<file path="src/rtl/fir_pkg.sv">
// Shared definitions for the unfolded FIR front end: sample type, phase
// encoding and the unfolding factor.
package fir_pkg;

   localparam int NB  = 11;
   localparam int UNF = 3;

   typedef logic signed [NB-1:0] sample_t;

   typedef enum logic [1:0] {PH0, PH1, PH2} s2p_phase_t;

endpackage

</file>
<file path="src/rtl/fir_s2p_unf_if.sv">
// Serial sample stream in, parallel triplet stream out. The master side is
// the sample producer / triplet consumer, the slave side is the converter.
interface fir_s2p_unf_if;
   import fir_pkg::*;

   sample_t din;
   logic    vin;
   logic    flush;
   sample_t dout3k;
   sample_t dout3k1;
   sample_t dout3k2;
   logic    vout;
   logic    busy;

   modport master (
      output din, vin, flush,
      input  dout3k, dout3k1, dout3k2, vout, busy
   );

   modport slave (
      input  din, vin, flush,
      output dout3k, dout3k1, dout3k2, vout, busy
   );

endinterface

</file>
<file path="src/rtl/fir_s2p_unf.sv">
// Serial-to-parallel converter feeding the 3-way unfolded FIR. Collects
// three valid samples into a registered triplet with a one-cycle strobe;
// a flush zero-pads whatever partial triplet is being held.
module fir_s2p_unf
   import fir_pkg::*;
(
   input logic          clk,
   input logic          rst_n,
   fir_s2p_unf_if.slave bus
);

   s2p_phase_t phase;
   s2p_phase_t phase_nxt;
   sample_t    s0;
   sample_t    s1;
   logic       emit;
   sample_t    emit0;
   sample_t    emit1;
   sample_t    emit2;

   // Decode next phase and, when a triplet leaves, what goes in each slot.
   // Padding uses literal zeros so stale staging contents never escape.
   always_comb begin
      phase_nxt = phase;
      emit      = 1'b0;
      emit0     = s0;
      emit1     = s1;
      emit2     = bus.din;
      unique case (phase)
         PH0: begin
            if (bus.vin) begin
               if (bus.flush) begin
                  emit  = 1'b1;
                  emit0 = bus.din;
                  emit1 = '0;
                  emit2 = '0;
               end else begin
                  phase_nxt = PH1;
               end
            end
         end
         PH1: begin
            if (bus.vin) begin
               if (bus.flush) begin
                  emit      = 1'b1;
                  emit1     = bus.din;
                  emit2     = '0;
                  phase_nxt = PH0;
               end else begin
                  phase_nxt = PH2;
               end
            end else if (bus.flush) begin
               emit      = 1'b1;
               emit1     = '0;
               emit2     = '0;
               phase_nxt = PH0;
            end
         end
         PH2: begin
            if (bus.vin) begin
               emit      = 1'b1;
               phase_nxt = PH0;
            end else if (bus.flush) begin
               emit      = 1'b1;
               emit2     = '0;
               phase_nxt = PH0;
            end
         end
         default: begin
            phase_nxt = PH0;
         end
      endcase
   end

   // Phase register; reset mid-triplet simply drops the partial samples.
   always_ff @(posedge clk or negedge rst_n) begin
      if (!rst_n) begin
         phase <= PH0;
      end else begin
         phase <= phase_nxt;
      end
   end

   // Staging capture, triplet output registers and the emit strobe.
   always_ff @(posedge clk or negedge rst_n) begin
      if (!rst_n) begin
         s0          <= '0;
         s1          <= '0;
         bus.dout3k  <= '0;
         bus.dout3k1 <= '0;
         bus.dout3k2 <= '0;
         bus.vout    <= 1'b0;
      end else begin
         if (bus.vin && phase == PH0) begin
            s0 <= bus.din;
         end
         if (bus.vin && phase == PH1) begin
            s1 <= bus.din;
         end
         if (emit) begin
            bus.dout3k  <= emit0;
            bus.dout3k1 <= emit1;
            bus.dout3k2 <= emit2;
         end
         bus.vout <= emit;
      end
   end

   assign bus.busy = (phase != PH0);

endmodule

</file>
<file path="src/flat_wrapper.sv">
// flat-port wrapper written by rule: the top's interface ports become plain ports
module fir_s2p_unf_flat import fir_pkg::*;
  (clk, rst_n, bus_din, bus_vin, bus_flush, bus_dout3k, bus_dout3k1, bus_dout3k2, bus_vout, bus_busy);
  fir_s2p_unf_if bus_i ();
  input logic clk;
  input logic rst_n;
  input wire logic [$bits(bus_i.din)-1:0] bus_din;
  input wire logic [$bits(bus_i.vin)-1:0] bus_vin;
  input wire logic [$bits(bus_i.flush)-1:0] bus_flush;
  output wire logic [$bits(bus_i.dout3k)-1:0] bus_dout3k;
  output wire logic [$bits(bus_i.dout3k1)-1:0] bus_dout3k1;
  output wire logic [$bits(bus_i.dout3k2)-1:0] bus_dout3k2;
  output wire logic [$bits(bus_i.vout)-1:0] bus_vout;
  output wire logic [$bits(bus_i.busy)-1:0] bus_busy;
  assign bus_i.din = bus_din;
  assign bus_i.vin = bus_vin;
  assign bus_i.flush = bus_flush;
  assign bus_dout3k = bus_i.dout3k;
  assign bus_dout3k1 = bus_i.dout3k1;
  assign bus_dout3k2 = bus_i.dout3k2;
  assign bus_vout = bus_i.vout;
  assign bus_busy = bus_i.busy;
  fir_s2p_unf u_core (.clk(clk), .rst_n(rst_n), .bus(bus_i));
endmodule
</file>
<file path="config.mk">
export PLATFORM = sky130hd
export DESIGN_NAME = fir_s2p_unf_flat
export DESIGN_NICKNAME = d
export VERILOG_FILES = /design/src/rtl/fir_pkg.sv /design/src/rtl/fir_s2p_unf_if.sv /design/src/rtl/fir_s2p_unf.sv /design/src/flat_wrapper.sv
export SDC_FILE = /design/constraint.sdc
export NUM_CORES = 1
export LEC_CHECK = 0
export CORE_UTILIZATION = 46
export DETAILED_ROUTE_END_ITERATION = 10
export GPL_TIMING_DRIVEN = 1
export PLACE_DENSITY = 0.76
export SLEW_MARGIN = 20
export SYNTH_ARGS = -nofsm -noshare
export SYNTH_HDL_FRONTEND = slang
export SYNTH_SLANG_ARGS = --single-unit
</file>
<file path="constraint.sdc">
create_clock -name clk -period 1.4 [get_ports clk]
set_input_delay 0.35 -clock clk [delete_from_list [all_inputs] [get_ports clk]]
set_output_delay 0.35 -clock clk [all_outputs]
set_load 0.01 [all_outputs]
</file>
* Word-level counts from Yosys, hierarchy flattened
Index checks and enable logic that the tools add are counted.
** Storage, ports and cells
- Word-level logic and storage cells :: 39
- Flip-flop bits (word level) :: 58
- Input bits :: 15
- Output and inout bits :: 35
** Cells by class
- Reductions and logical operators :: 5
- Muxes and demuxes :: 23
- Equality and inequality tests :: 4
** Operators by type and width (count)
- two-way mux 11 bit :: 10
- case mux 11 bit (3 select lines) :: 1
- case mux 11 bit (2 select lines) :: 1
- two-way mux 2 bit :: 6
- case mux 2 bit (3 select lines) :: 1
- inequality test 2 bit (second input constant) :: 2
- two-way mux 1 bit :: 3
- case mux 1 bit (3 select lines) :: 1
- == test 2 x 1 -> 1 bit (second input constant) :: 1
- == test 2 bit (second input constant) :: 1
- logical AND 1 bit :: 2
- zero test 2 bit :: 1
- AND reduction 2 bit :: 1
- nonzero test 2 bit :: 1

* Longest topological paths before layout
- Depth after elaboration :: 3
- Depth in mapped cells :: 7
- Depth with buffers taken out :: 4

* Worst setup path before layout
Ideal clock, no wire load.
- Path kind :: register -> register
- Start :: reg u_core.phase[0]
- End :: reg u_core.s0[0]
- Setup time :: 125 ps
- Data required time :: 1275 ps
- Period minus slack after synthesis :: 1406 ps
- Path buffers :: 2
- Path slack :: -6 ps
- Data arrival time :: 1281 ps
- Cell stages (with the launch flop) :: 5
- Cells stage by stage :: dfrtp_1 > buf_6 > nor3b_2 > buf_2 > mux2_2
** On the way
- Longest elaborated chain between the ends :: 2
** RTL lines
- from (decl) :: RTL line fir_s2p_unf.sv:12 : s2p_phase_t phase;
- from (signal assigned) :: RTL line fir_s2p_unf.sv:80 : phase <= phase_nxt;
- zero test 2 bit :: RTL line fir_s2p_unf.sv:94 : if (bus.vin && phase == PH0) begin
- logical AND 1 bit :: RTL line fir_s2p_unf.sv:94
- to (signal assigned) :: RTL line fir_s2p_unf.sv:95 : s0 <= bus.din;
- to (decl) :: RTL line fir_s2p_unf.sv:14 : sample_t s0;
No other way between the ends.
A chain may end at the register's enable or synchronous reset.

* Worst setup path after layout
- Start :: reg u_core.phase[0]
- End :: reg u_core.bus.dout3k[3]
** On the way
- Longest elaborated chain between the ends :: 2
- Elaborated cells between the ends (all ways) :: 5
- Those cells by class :: eq/ne: 2; mux: 2; reduce/logical: 1
** RTL lines
- == test 2 bit (tied with other cells) :: RTL line fir_s2p_unf.sv:29 : unique case (phase)
- case mux 1 bit (3 select lines) / two-way mux 11 bit (equally long branches) :: RTL line fir_s2p_unf.sv:29
- to (signal assigned) :: RTL line fir_s2p_unf.sv:101 : bus.dout3k <= emit0;
- to (decl) :: RTL line fir_s2p_unf_if.sv:22 : output dout3k, dout3k1, dout3k2, vout, busy
Parallel ways exist; a longest one is shown, timed or not.

==> metrics.yaml <==
run_status: "complete, but fails checks"
violations: "negative setup slack"
synth_largest_type_area_fraction_pct: 59.6
clk_latency_ns: 0.33
antenna_violating_nets_post_route: 0
initial_antenna_violation_count: 0
io_buffer_count: 49
clock_sink_count: 58
initial_core_util_pct: 47.6
synth_top_cells_by_count: "sky130_fd_sc_hd__dfrtp_1 (58), sky130_fd_sc_hd__nand2_1 (25), sky130_fd_sc_hd__o21ai_1 (22), sky130_fd_sc_hd__mux2_2 (21)"
setup.worst_path.start_class: "flop"
critical_path_cell_sequence: "buf_6 -> nor3b_4 -> and2_4 -> mux2i_2 -> o21ai_1"
maxSlewHeadroom_pct: 79.3
num_rows: 26
reg2reg_depth: 5
cp_bufs_invs: 1
synth.largest_area_cell: "sky130_fd_sc_hd__dfrtp_1"
gp_routability_congestion: 0.784
cts_tree: "yes"
crit_arrival_ns: 1.74
worst-path-stages: 5
max_ir_drop_vdd_v: 0.000779
final_net_count: 285
timing.clock.skew_ns: 0.00450
static-leakage-power_nw: 1.83
number_of_violations_reported_at_the_end_of_detailed_routing_iteration_0: 90
post-route-period-util_pct: 109
synth_cell_type_count: 28
synth.cell_area_mm2: 0.00243
worst_path_max_delay_cell: "sky130_fd_sc_hd__dfrtp_1"
num-fill-cells: 335
worst_path_dominant_cell_family: "simple AND/OR/NAND/NOR gates"
post-route-min-period_ns: 1.53
r2r-start: "u_core.phase[0]$_DFFE_PN0P_"
drt_pass1_iterations: 4
drt-total-wl_um: 6700
synth_top_cells_by_area: "sky130_fd_sc_hd__dfrtp_1 (60%), sky130_fd_sc_hd__mux2_2 (9.7%), sky130_fd_sc_hd__mux2i_1 (4.5%)"
final_hold_viol_count: 0
synth.net_count: 205
synthesis.yosys.warnings: 0
clk_path_buf_depth: 2
r2r_setup_slack_ns: -0.13
ys_dominant_reg_cell: "sky130_fd_sc_hd__dfrtp_1"
grt_max_degree: 59
crit_fanout: 5
yosys.cell_count.top_type: "sky130_fd_sc_hd__dfrtp_1"
post_route_cells_drive_above_1_share_pct: 40.3
yosysSeqAreaShare_pct: 59.6
synthesis.instances: 190
grt_first_pass_wirelength_um: 9760
globalRoute.totalOverflow: 0
avgSynthCellArea_um2: 12.8
grt_util_met3_pct: 4.55
worstReg2RegEnd: "u_core.bus.dout3k[3]$_DFFE_PN0P_"
drc_errors: 0
timing_worst_setup_path_type: "reg -> reg"
detailedPlacementHpwl_um: 3490
cellPowerDensity_mw_per_mm2: 1510
worst_slew_pin_slew_ns: 0.311
ctsRootBufferMaster: "sky130_fd_sc_hd__clkbuf_8"
setup_slack_ns: -0.130
drv.max_cap_violation_count: 0
min_path_type: "in -> async"
grt_setup_unrepaired: "yes"
detailroute.via_count: 1894
async_reset_ff_share_pct: 100
critical_path_end_type: "flop"
chipWidth_um: 74.7
antenna-diode-count: 0
floorplan.io_pins: 50
grt_pass1_vias: 1860
track_usage_pct: 25.0
preCtsSetupSlack_ns: -0.423
global_route.usage.met1_pct: 31.2
fmax_mhz: 654
cts_buffers: 9
avgViaCountPerCell: 5.52
area_of_the_die_mm2: 0.00559
timing_max_transition_violations_final: 0
clkTransAtPathRegs_ns: 0.06
setup_viol_count_final: 50
sequential_cell_area_mm2: 0.00145
totalNegativeSetupSlack_ns: -2.94
grt_busiest_layer: "met2"
area_growth_pct: 53.4
htree_levels: 3
floorplan.die.height_um: 74.7
data_required_time_at_the_worst_endpoint_ns: 1.61
fp.coreArea_mm2: 0.00511
number_of_flip_flops_and_latches_in_the_synthesized_netlist: 58
gr-usage-met2_pct: 41.1
number_of_flops_mapped_to_enable_cells_by_yosys: 0
cp_slowest_stage_delay_ns: 0.41
wire_per_inst_um: 19.5
multiInputGateArea_mm2: 0.00111
==> cell type report <==
cell class                      count  area share, %
Sequential cell                    58           38.9
Tap cell                           70           2.35
Inverter                            2          0.201
Timing Repair Buffer               82           23.6
Clock buffer                       11           4.06
Multi-Input combinational cell    117           29.9
Clock inverter                      3           1.07
==> cell usage in the layout (no fill, tap or decap), types with 2 or more instances in the layout <==
cell,synthesis,layout
sky130_fd_sc_hd__a22o_1,11,11
sky130_fd_sc_hd__a22oi_1,10,5
sky130_fd_sc_hd__a22oi_2,0,5
sky130_fd_sc_hd__and2_4,1,2
sky130_fd_sc_hd__buf_12,0,5
sky130_fd_sc_hd__buf_4,1,13
sky130_fd_sc_hd__buf_6,6,11
sky130_fd_sc_hd__clkbuf_16,0,3
sky130_fd_sc_hd__clkbuf_8,0,11
sky130_fd_sc_hd__clkdlybuf4s15_1,0,8
sky130_fd_sc_hd__clkdlybuf4s50_1,0,11
sky130_fd_sc_hd__clkinv_2,0,2
sky130_fd_sc_hd__dfrtp_1,58,58
sky130_fd_sc_hd__dlygate4sd2_1,0,28
sky130_fd_sc_hd__mux2_4,0,21
sky130_fd_sc_hd__mux2i_1,11,10
sky130_fd_sc_hd__nand2_1,25,12
sky130_fd_sc_hd__nand2_2,0,5
sky130_fd_sc_hd__nand2_4,0,8
sky130_fd_sc_hd__nor2_1,2,2
sky130_fd_sc_hd__o21ai_1,22,13
sky130_fd_sc_hd__o21ai_2,0,9
==> sequential cells by signal, summed over array words and instances (netlist names) <==
| name | cells |
|---|---|
| u_core.phase | 2 |
| u_core.bus.dout3k1 | 11 |
| u_core.s1 | 11 |
| u_core.bus.dout3k | 11 |
| u_core.bus.dout3k2 | 11 |
| u_core.s0 | 11 |
| u_core.bus.vout | 1 |
==> worst register-to-register path, cell delays in order, from the launching register on <==
cell and delay (ns):
sky130_fd_sc_hd__dfrtp_1 0.41, sky130_fd_sc_hd__buf_6 0.14, sky130_fd_sc_hd__nor3b_4 0.27, sky130_fd_sc_hd__and2_4 0.26, sky130_fd_sc_hd__mux2i_2 0.23, sky130_fd_sc_hd__o21ai_1 0.10
==> power breakdown <==
group / total [mW] / switching, mW / internal (mW)
combinational: 1.71 / 0.738 / 0.976
clock: 1.53 / 0.636 / 0.893
sequential: 2.38 / 0.303 / 2.08
total: 5.63 / 1.68 / 3.95
==> how the worst max path moves through the flow <==
stage	start	end	slack, ns
floorplan	u_core.phase[0]$_DFFE_PN0P_	u_core.bus.dout3k[0]$_DFFE_PN0P_	0.006
global placement	bus_flush	u_core.bus.dout3k2[7]$_DFFE_PN0P_	-0.38
detailed placement	bus_vin	u_core.bus.dout3k[5]$_DFFE_PN0P_	-0.42
CTS	u_core.phase[0]$_DFFE_PN0P_	u_core.bus.dout3k2[0]$_DFFE_PN0P_	-0.15
global route	u_core.phase[1]$_DFFE_PN0P_	u_core.bus.dout3k[1]$_DFFE_PN0P_	-0.17
finish	u_core.phase[0]$_DFFE_PN0P_	u_core.bus.dout3k[3]$_DFFE_PN0P_	-0.13
==> metrics by stage <==
stage / instances / utilization [%] / cell area (um2) / hold WS, ns / power [mW]
after floorplan: 190 / - / 2440 / 0.0544 / 2.99
after global placement: 314 / 60.3 / 3080 / 0.372 / 3.67
after detailed placement: 314 / 60.3 / 3080 / 0.377 / 3.73
after CTS: 338 / 68.3 / 3490 / 0.0181 / 5.27
after global routing: 343 / 73.1 / 3730 / 0.0217 / 5.87
final: 343 / 73.1 / 3730 / 0.0171 / 5.63
==> what timing repair did <==
item                                   CTS  global route
resized for setup                       75            61
hold buffers                             0             0
endpoints found under the hold margin    0             0
setup buffers                            5             6
setup endpoints to repair               88            59
pin swaps                                4            36
cloned                                   5             3
==> metal layers <==
layer	wire (um)	share of wire, %	vias up
met5	0	0	-
met4	175	2.6	0
met3	245	3.7	24
met2	3440	51	62
met1	2830	42	972
li1	-	-	836
==> cell families (layout without fill, tap and decap cells) <==
| group | Yosys count | after routing | synth area share (%) |
|---|---|---|---|
| flops | 58 | 58 | 59.6 |
| mux | 33 | 33 | 14.7 |
| buf+inv | 16 | 98 | 5.19 |
| compound gates | 47 | 47 | 12.9 |
| simple gates | 35 | 36 | 7.20 |
| xor+xnor | 1 | 1 | 0.360 |
Note: power is estimated with default switching activity, not from simulation.
